## src/rtl/coord_packetizer.sv

```systemverilog
// coord_packetizer: serializes an (x,y,z) triple into a 9-byte sync/seq/data/xor-checksum frame
module coord_packetizer #(
  parameter logic [7:0] SYNC_BYTE = 8'hA5
) (
  input  logic        clk,
  input  logic        reset,
  input  logic [15:0] x_in,
  input  logic [15:0] y_in,
  input  logic [15:0] z_in,
  input  logic        data_in_valid,
  output logic        data_in_ready,
  output logic [7:0]  tx_byte,
  output logic        tx_valid,
  input  logic        tx_ready,
  output logic        tx_sof,
  output logic        tx_eof,
  output logic        busy
);
  typedef enum logic {IDLE, SEND} state_t;
  state_t      state_q;
  logic [7:0]  seq_q;
  logic [7:0]  chk_q;
  logic [7:0]  tx_byte_q;
  logic        tx_valid_q;
  logic [3:0]  idx_q;
  logic [3:0]  idx_d;
  logic [15:0] x_q;
  logic [15:0] y_q;
  logic [15:0] z_q;
  logic [7:0]  nxt_byte;
  assign idx_d = idx_q + 4'd1;
  // byte that follows the one currently presented
  always_comb begin
    nxt_byte = idx_d == 4'd1 ? seq_q :
               idx_d == 4'd2 ? x_q[15:8] :
               idx_d == 4'd3 ? x_q[7:0] :
               idx_d == 4'd4 ? y_q[15:8] :
               idx_d == 4'd5 ? y_q[7:0] :
               idx_d == 4'd6 ? z_q[15:8] :
               idx_d == 4'd7 ? z_q[7:0] : chk_q;
  end
  // frame FSM: latch triple and checksum on accept, step through bytes on each link handshake
  always_ff @(posedge clk) begin
    if (reset) begin
      state_q    <= IDLE;
      seq_q      <= 8'd0;
      chk_q      <= 8'd0;
      tx_byte_q  <= 8'd0;
      tx_valid_q <= 1'b0;
      idx_q      <= 4'd0;
      x_q        <= 16'd0;
      y_q        <= 16'd0;
      z_q        <= 16'd0;
    end else if (state_q == IDLE) begin
      if (data_in_valid) begin
        x_q        <= x_in;
        y_q        <= y_in;
        z_q        <= z_in;
        chk_q      <= seq_q ^ x_in[15:8] ^ x_in[7:0] ^ y_in[15:8] ^ y_in[7:0] ^ z_in[15:8] ^ z_in[7:0];
        tx_byte_q  <= SYNC_BYTE;
        tx_valid_q <= 1'b1;
        idx_q      <= 4'd0;
        state_q    <= SEND;
      end
    end else if (tx_ready) begin
      if (idx_q == 4'd8) begin
        seq_q      <= seq_q + 8'd1;
        tx_byte_q  <= 8'd0;
        tx_valid_q <= 1'b0;
        idx_q      <= 4'd0;
        state_q    <= IDLE;
      end else begin
        idx_q     <= idx_d;
        tx_byte_q <= nxt_byte;
      end
    end
  end
  assign data_in_ready = !reset && state_q == IDLE;
  assign tx_byte       = tx_byte_q;
  assign tx_valid      = tx_valid_q;
  assign tx_sof        = tx_valid_q && idx_q == 4'd0;
  assign tx_eof        = tx_valid_q && idx_q == 4'd8;
  assign busy          = state_q == SEND;
endmodule

```

## config.mk

```make
export PLATFORM = sky130hd
export DESIGN_NAME = coord_packetizer
export DESIGN_NICKNAME = d
export VERILOG_FILES = /design/src/rtl/coord_packetizer.sv
export SDC_FILE = /design/constraint.sdc
export NUM_CORES = 1
export LEC_CHECK = 0
export BUFFER_PORTS_ARGS = -buffer_cell sky130_fd_sc_hd__buf_2
export CORE_AREA = 5 5 118 120
export CTS_BUF_LIST = sky130_fd_sc_hd__clkbuf_4 sky130_fd_sc_hd__clkbuf_8
export DETAILED_ROUTE_END_ITERATION = 16
export DIE_AREA = 0 0 123 125
export MAX_ROUTING_LAYER = met4
export PLACE_DENSITY = 0.62
export SKIP_CTS_REPAIR_TIMING = 1
export SLEW_MARGIN = 5
export SYNTH_ARGS = -nofsm -noshare
export SYNTH_HDL_FRONTEND = slang
export SYNTH_SLANG_ARGS = --single-unit
export TNS_END_PERCENT = 20
```

## constraint.sdc

```tcl
create_clock -name clk -period 2.1 [get_ports clk]
set_input_delay 0.315 -clock clk [delete_from_list [all_inputs] [get_ports clk]]
set_output_delay 0.315 -clock clk [all_outputs]
set_load 0.005 [all_outputs]
```

**After elaboration in Yosys (flattened, before gate mapping)**

Cells that the tools add are included.

- Output and inout port bits: 13
- Bits of input ports: 52
- Logic and storage cells: 61
- Bits in registers: 78

- $add $sub $neg: 2
- Bitwise logic cells: 7
- Eq/ne operators: 10
- Reduce and logical (&&, ||, !) cells: 10
- Mux-type cells: 23

Operator list:

| kind | number |
|---|---|
| 2-to-1 mux 8 bit | 11 |
| bitwise XOR 8 bit | 6 |
| equality test 4 x 3 -> 1 bit, second input constant | 4 |
| 2-to-1 mux 4 bit | 4 |
| adder 8 x 1 -> 8 bit, second input constant | 1 |
| equality test 4 x 2 -> 1 bit, second input constant | 2 |
| 2-to-1 mux 1 bit | 8 |
| AND reduction 3 bit | 2 |
| adder 4 x 1 -> 4 bit, second input constant | 1 |
| equality test 4 x 1 -> 1 bit, second input constant | 1 |
| equality test 4 bit, second input constant | 1 |
| logical NOT 4 bit | 1 |
| AND reduction 2 bit | 2 |
| logical AND 1 bit | 3 |
| != test 2 x 1 -> 1 bit, second input constant | 1 |
| != test 2 bit, second input constant | 1 |
| nonzero test 2 bit | 1 |
| logical NOT 1 bit | 1 |
| inverter 1 bit | 1 |

**Logic depth before layout (Yosys ltp)**

- Depth in word-level cells: 12
- Gate-level depth with buffers: 9
- Gate-level depth less buffers: 8

**Least setup slack after synthesis**

No wires, ideal clock.

- Path kind: register to register
- Start: register idx_q[0]
- End: register tx_byte_q[3] (netlist: tx_byte[3])
- Period minus slack after synthesis: 1.975 ns
- Path slack: 0.125 ns
- Setup time: 0.120 ns
- Buffers on the path: 1
- Stages on the path, launching flop included: 10
- Required time: 1.980 ns
- Arrival time: 1.855 ns
- Path through: dfxtp_1 -> inv_1 -> ha_1 -> buf_2 -> nand2_1 -> o21ai_0 -> or3_1 -> a21oi_1 -> o21ai_0 -> a211o_1

- Longest elaborated chain between the ends: 12
- Elaborated cells on any way between the ends: 19
- Classes of those cells: 1 x add/sub; 8 x eq/ne; 10 x mux

RTL lines:

| what | line | RTL |
|---|---|---|
| from (decl) | 25 | `logic [3:0] idx_q;` |
| from (signal assigned) | 73 | `idx_q <= idx_d;` |
| adder 4 x 1 -> 4 bit | 31 | `assign idx_d = idx_q + 4'd1;` |
| equality test 4 x 3 -> 1 bit | 40 | `idx_d == 4'd7 ? z_q[7:0] : chk_q;` |
| 2-to-1 mux 8 bit | 40 |  |
| 2-to-1 mux 8 bit | 39 | `idx_d == 4'd6 ? z_q[15:8] :` |
| 2-to-1 mux 8 bit | 38 | `idx_d == 4'd5 ? y_q[7:0] :` |
| 2-to-1 mux 8 bit | 37 | `idx_d == 4'd4 ? y_q[15:8] :` |
| 2-to-1 mux 8 bit | 36 | `idx_d == 4'd3 ? x_q[7:0] :` |
| 2-to-1 mux 8 bit | 35 | `idx_d == 4'd2 ? x_q[15:8] :` |
| 2-to-1 mux 8 bit | 34 | `nxt_byte = idx_d == 4'd1 ? seq_q :` |
| 2-to-1 mux 8 bit * | 66 | `if (idx_q == 4'd8) begin` |
| 2-to-1 mux 8 bit * | 65 | `end else if (tx_ready) begin` |
| 2-to-1 mux 8 bit * | 54 | `end else if (state_q == IDLE) begin` |
| to (signal assigned) | 74 | `tx_byte_q <= nxt_byte;` |
| to (decl) | 23 | `logic [7:0] tx_byte_q;` |

Every way passes the cells marked *; elsewhere a longest branch is shown, timed or not. The select of a mux whose other input is x is not followed.
A chain may end at the register's enable or synchronous reset.

**Final worst setup path**

- Start: register idx_q[1]
- End: output tx_eof

- Longest elaborated chain between the ends: 2

RTL lines:

| what | line | RTL |
|---|---|---|
| equality test 4 bit | 82 | `assign tx_eof = tx_valid_q && idx_q == 4'd8;` |
| logical AND 1 bit | 82 |  |
| to (decl) | 16 | `output logic tx_eof,` |

No other way between the ends.

==> impl_results.html <==
<table>
<tr><th>Metric</th><th>Value</th></tr>
<tr><th colspan="2">Setup path</th></tr>
<tr><td>Worst path arrival time</td><td>1.73 ns</td></tr>
<tr><td>Required time reported for the critical path endpoint</td><td>1.78 ns</td></tr>
<tr><td>Critical Path Sink Type</td><td>primary output</td></tr>
<tr><td>Critical path type</td><td>register to primary output</td></tr>
<tr><td>Worst stage delay on the critical path</td><td>0.36 ns</td></tr>
<tr><td>Worst Setup SP</td><td>idx_q[1]$_SDFFE_PP0P_</td></tr>
<tr><td>Worst flop-to-flop path startpoint</td><td>idx_q[1]$_SDFFE_PP0P_</td></tr>
<tr><td>Critical register-to-register path endpoint</td><td>tx_byte[4]$_SDFFE_PP0P_</td></tr>
<tr><td>Capturing instance or port of the critical path</td><td>tx_eof</td></tr>
<tr><td>Cell depth of the worst flop-to-flop path</td><td>9</td></tr>
<tr><td>Cells along the critical path</td><td>inv_1, ha_1, or2b_4, nor2_4, and2_1, buf_2</td></tr>
<tr><td>Critical Path Fanout Max</td><td>5</td></tr>
<tr><td>Worst setup slack for register-to-register paths</td><td>0.07 ns</td></tr>
<tr><td>Crit path launch type</td><td>register</td></tr>
<tr><td>Cell at the slowest stage of the critical path</td><td>sky130_fd_sc_hd__dfxtp_2</td></tr>
<tr><th colspan="2">Pwr</th></tr>
<tr><td>Clock network power share</td><td>31.9%</td></tr>
<tr><td>Lkg Pwr</td><td>1.92 nW</td></tr>
<tr><td>Internal portion of total power</td><td>0.00230 W</td></tr>
<tr><td>Switching Fraction</td><td>28.3%</td></tr>
<tr><td>Maximum vdd drop</td><td>227 uV</td></tr>
<tr><td>Part of the power in combinational logic</td><td>17.4%</td></tr>
<tr><td>Power density over cell area</td><td>650 nW/um^2</td></tr>
<tr><td>Sequential fraction of design power</td><td>50.6%</td></tr>
<tr><td>Post-layout power</td><td>0.00320 W</td></tr>
<tr><td>Reported net switching power</td><td>0.000904 W</td></tr>
<tr><th colspan="2">Route</th></tr>
<tr><td>Final wirelength</td><td>12.1 mm</td></tr>
<tr><td>Detailed-router iteration count before antenna repair</td><td>5</td></tr>
<tr><td>Remaining DRCs</td><td>0</td></tr>
<tr><td>Via density per instance</td><td>4.98</td></tr>
<tr><td>Wirelength per Cell</td><td>15.6 um</td></tr>
<tr><td>Final antenna-violating net count</td><td>0</td></tr>
<tr><td>Overall via count from detail_route</td><td>3,881</td></tr>
<tr><td>Number of DRC markers in iteration 0</td><td>262</td></tr>
<tr><th colspan="2">Timing</th></tr>
<tr><td>Max Clock Freq</td><td>490 MHz</td></tr>
<tr><td>Worst hold slack across all endpoints</td><td>0.204 ns</td></tr>
<tr><td>Worst setup margin</td><td>0.0591 ns</td></tr>
<tr><td>RSZ-0062 raised after global routing</td><td>no</td></tr>
<tr><td>Number of hold violations in the final report</td><td>0</td></tr>
<tr><td>Number of endpoints failing setup at the final stage</td><td>0</td></tr>
<tr><td>Total negative setup slack</td><td>0 ns</td></tr>
<tr><td>Share of the cycle needed by the critical path after routing</td><td>97.2%</td></tr>
<tr><td>Final number of max-transition violations</td><td>0</td></tr>
<tr><td>Headroom to the max-slew limit</td><td>67.6%</td></tr>
<tr><td>Clock tree skew after final layout</td><td>0.00563 ns</td></tr>
<tr><td>Post-layout minimum cycle time</td><td>2.04 ns</td></tr>
<tr><td>Slew at the pin with the worst max-slew slack</td><td>0.486 ns</td></tr>
<tr><th colspan="2">Global routing</th></tr>
<tr><td>Pin count of the biggest net entering global routing</td><td>43</td></tr>
<tr><td>Aggregate global-route resource usage</td><td>16.4%</td></tr>
<tr><td>Number of global-route vias before repair</td><td>3,768</td></tr>
<tr><td>Antenna violations before repair</td><td>0</td></tr>
<tr><td>First-pass GRT wire length</td><td>19.4 mm</td></tr>
<tr><td>Total congestion overflow after global routing</td><td>0</td></tr>
<tr><th colspan="2">Synth</th></tr>
<tr><td>Leading cell types by total area after synthesis</td><td>sky130_fd_sc_hd__dfxtp_1 38%, sky130_fd_sc_hd__nand2_1 12%, sky130_fd_sc_hd__a21oi_1 10%, sky130_fd_sc_hd__xnor2_1 8.3%, sky130_fd_sc_hd__xor2_1 3.4%</td></tr>
<tr><td>Synthesized Nets</td><td>596</td></tr>
<tr><td>Post-synthesis instance area</td><td>4100 sq um</td></tr>
<tr><td>Cell with the most instances after synthesis</td><td>sky130_fd_sc_hd__nand2_1</td></tr>
<tr><td>Number of warnings printed during yosys synthesis</td><td>0</td></tr>
<tr><td>Top-area cell type share of the netlist area</td><td>38.0%</td></tr>
<tr><td>Share of the yosys chip area belonging to registers</td><td>38.0%</td></tr>
<tr><td>Number of different library cells in the post-synthesis netlist</td><td>46</td></tr>
<tr><td>Count of mapped cells out of synthesis</td><td>537</td></tr>
<tr><td>Avg Synthesized Cell Area</td><td>7.64 sq um</td></tr>
<tr><td>Cell type with the highest aggregate area in the netlist</td><td>sky130_fd_sc_hd__dfxtp_1</td></tr>
<tr><td>Commonest cells in the netlist</td><td>134 x sky130_fd_sc_hd__nand2_1, 83 x sky130_fd_sc_hd__a21oi_1, 78 x sky130_fd_sc_hd__dfxtp_1, 39 x sky130_fd_sc_hd__xnor2_1, 35 x sky130_fd_sc_hd__nor2_1</td></tr>
<tr><td>Number of synthesized flops with an enable pin</td><td>0</td></tr>
<tr><td>Proportion of synthesized flip-flops having asynchronous set or reset</td><td>0%</td></tr>
<tr><td>Flops &amp; latches, synth</td><td>78</td></tr>
<tr><td>Top_reg_cell synth</td><td>sky130_fd_sc_hd__dfxtp_1</td></tr>
<tr><th colspan="2">CTS</th></tr>
<tr><td>Latest clock arrival within the worst-skew pair</td><td>0.36 ns</td></tr>
<tr><td>CTS Root Buffer Type</td><td>sky130_fd_sc_hd__clkbuf_8</td></tr>
<tr><td>Post-CTS clock slew at the launch and capture registers of the worst setup and hold paths</td><td>0.08 ns</td></tr>
<tr><td>Clock buffer count from CTS</td><td>9</td></tr>
<tr><td>H-tree depth</td><td>3</td></tr>
<tr><td>Clock tree from TritonCTS</td><td>yes</td></tr>
<tr><td>Sink count of the clock tree</td><td>78</td></tr>
<tr><td>Clock Tree Buf Depth</td><td>2</td></tr>
<tr><th colspan="2">Floorplan</th></tr>
<tr><td>Die height</td><td>125 um</td></tr>
<tr><td>Count of pins on the block boundary</td><td>65</td></tr>
<tr><td>FP Rows</td><td>42</td></tr>
<tr><td>Die width</td><td>123 um</td></tr>
<tr><td>Floorplan die area</td><td>15,400 sq um</td></tr>
<tr><td>Floorplan core area</td><td>12,900 sq um</td></tr>
<tr><td>Initial Utilization</td><td>31.9%</td></tr>
<tr><th colspan="2">Finish</th></tr>
<tr><td>Non-filler cells, final</td><td>780</td></tr>
<tr><td>Share of post-route cells with drive strength above 1</td><td>20.5%</td></tr>
<tr><td>Synth-to-layout area growth</td><td>20.0%</td></tr>
<tr><td>Antenna diode count</td><td>0</td></tr>
<tr><td>Total number of nets in the final design</td><td>660</td></tr>
<tr><th colspan="2">Run</th></tr>
<tr><td>Reported max-cap violation count</td><td>0</td></tr>
<tr><th colspan="2">Placed design</th></tr>
<tr><td>Number of port buffers</td><td>64</td></tr>
<tr><td>Cell count after placement</td><td>764</td></tr>
<tr><td>RePlAce Congestion</td><td>0.899</td></tr>
<tr><td>Placement Setup Slack</td><td>-0.0579 ns</td></tr>
<tr><td>Total half-perimeter wirelength after legalization and detailed placement</td><td>9.23 mm</td></tr>
<tr><th colspan="2">Status</th></tr>
<tr><td>Run status</td><td>complete, no violations</td></tr>
<tr><th colspan="2">Worst hold path</th></tr>
<tr><td>Hold Path Stages</td><td>3</td></tr>
<tr><td>Path category of the worst min-delay check</td><td>input port to register</td></tr>
</table>
## cells in the final DEF, fill, tap and decap left out, types with 6 or more instances in the layout
cell,n
sky130_fd_sc_hd__buf_2,64
sky130_fd_sc_hd__nor3_1,11
sky130_fd_sc_hd__inv_1,9
sky130_fd_sc_hd__xnor2_1,39
sky130_fd_sc_hd__o21ai_0,20
sky130_fd_sc_hd__clkbuf_8,10
sky130_fd_sc_hd__o22ai_1,12
sky130_fd_sc_hd__xor2_1,16
sky130_fd_sc_hd__nand2_1,134
sky130_fd_sc_hd__a21oi_1,83
sky130_fd_sc_hd__or3_1,6
sky130_fd_sc_hd__nor2_1,35
sky130_fd_sc_hd__dfxtp_1,76
sky130_fd_sc_hd__buf_4,16
## worst min path at each step
stage / from / slack (ns) / endpoint
6_report: y_in[11] / 0.20 / y_q[11]$_SDFFE_PP0P_
5_1_grt: x_in[0] / 0.21 / x_q[0]$_SDFFE_PP0P_
4_1_cts: y_in[12] / 0.19 / y_q[12]$_SDFFE_PP0P_
3_5_place_dp: chk_q[6]$_SDFFE_PP0P_ / 0.45 / chk_q[6]$_SDFFE_PP0P_
3_3_place_gp: z_q[11]$_SDFFE_PP0P_ / 0.44 / z_q[11]$_SDFFE_PP0P_
2_1_floorplan: y_q[13]$_SDFFE_PP0P_ / 0.43 / y_q[13]$_SDFFE_PP0P_
## state kept, by name (all words and copies together), names as in the netlist
| signal | count |
|---|---|
| x_q | 16 |
| y_q | 16 |
| z_q | 16 |
| chk_q | 8 |
| seq_q | 8 |
| tx_byte | 8 |
| idx_q | 4 |
| busy | 1 |
| tx_valid | 1 |
## cells by family after synthesis
| family | share of synthesized area, % |
|---|---|
| AO/OA/AOI/OAI | 20.3 |
| XOR/XNOR | 11.7 |
| adder cells (fa/ha/maj) | 2.13 |
| buffers and inverters | 4.30 |
| flip-flops | 38.0 |
| multiplexers | 0.244 |
| AND/OR/NAND/NOR | 23.2 |
## per-layer routing
layer	routed length, um	GRT usage, %
met3	733	2.98
met4	512	8.47
met2	5630	25.0
met5	0	-
met1	5250	20.7
## final cells by class
type                    count  area (sq um)
multi-input cells         417          2430
flip-flops and latches     78          1560
repair buffers             83           500
clock buffers              13           160
well taps                 176           220
inverters                  12          45.0
fillers                  1325          7950
clock inverters             1          7.51
## power by group through the flow
stage / combinational (W) / clock [W] / sequential [W]
floorplan: 0.000368 / 0 / 0.00163
global placement: 0.000546 / 0 / 0.00165
detailed placement: 0.000556 / 0 / 0.00165
CTS: 0.000558 / 0.00106 / 0.00162
global route: 0.000624 / 0.00109 / 0.00163
finish: 0.000558 / 0.00102 / 0.00162
## critical path: cells and delay by family, from the launching register on
family                   cells  cell delay [ns]
adder cells (fa/ha/maj)      1             0.19
buffers and inverters        2             0.23
flip-flops                   1             0.36
AND/OR/NAND/NOR              3             0.59
## metrics by stage
step | util, % | cell area, sq um
finish | 38.3 | 4920
global route | 38.3 | 4920
CTS | 37.6 | 4840
detailed placement | 36.3 | 4680
global placement | 36.3 | 4680
floorplan | - | 4100
Note: power is estimated with default switching activity, not from simulation.
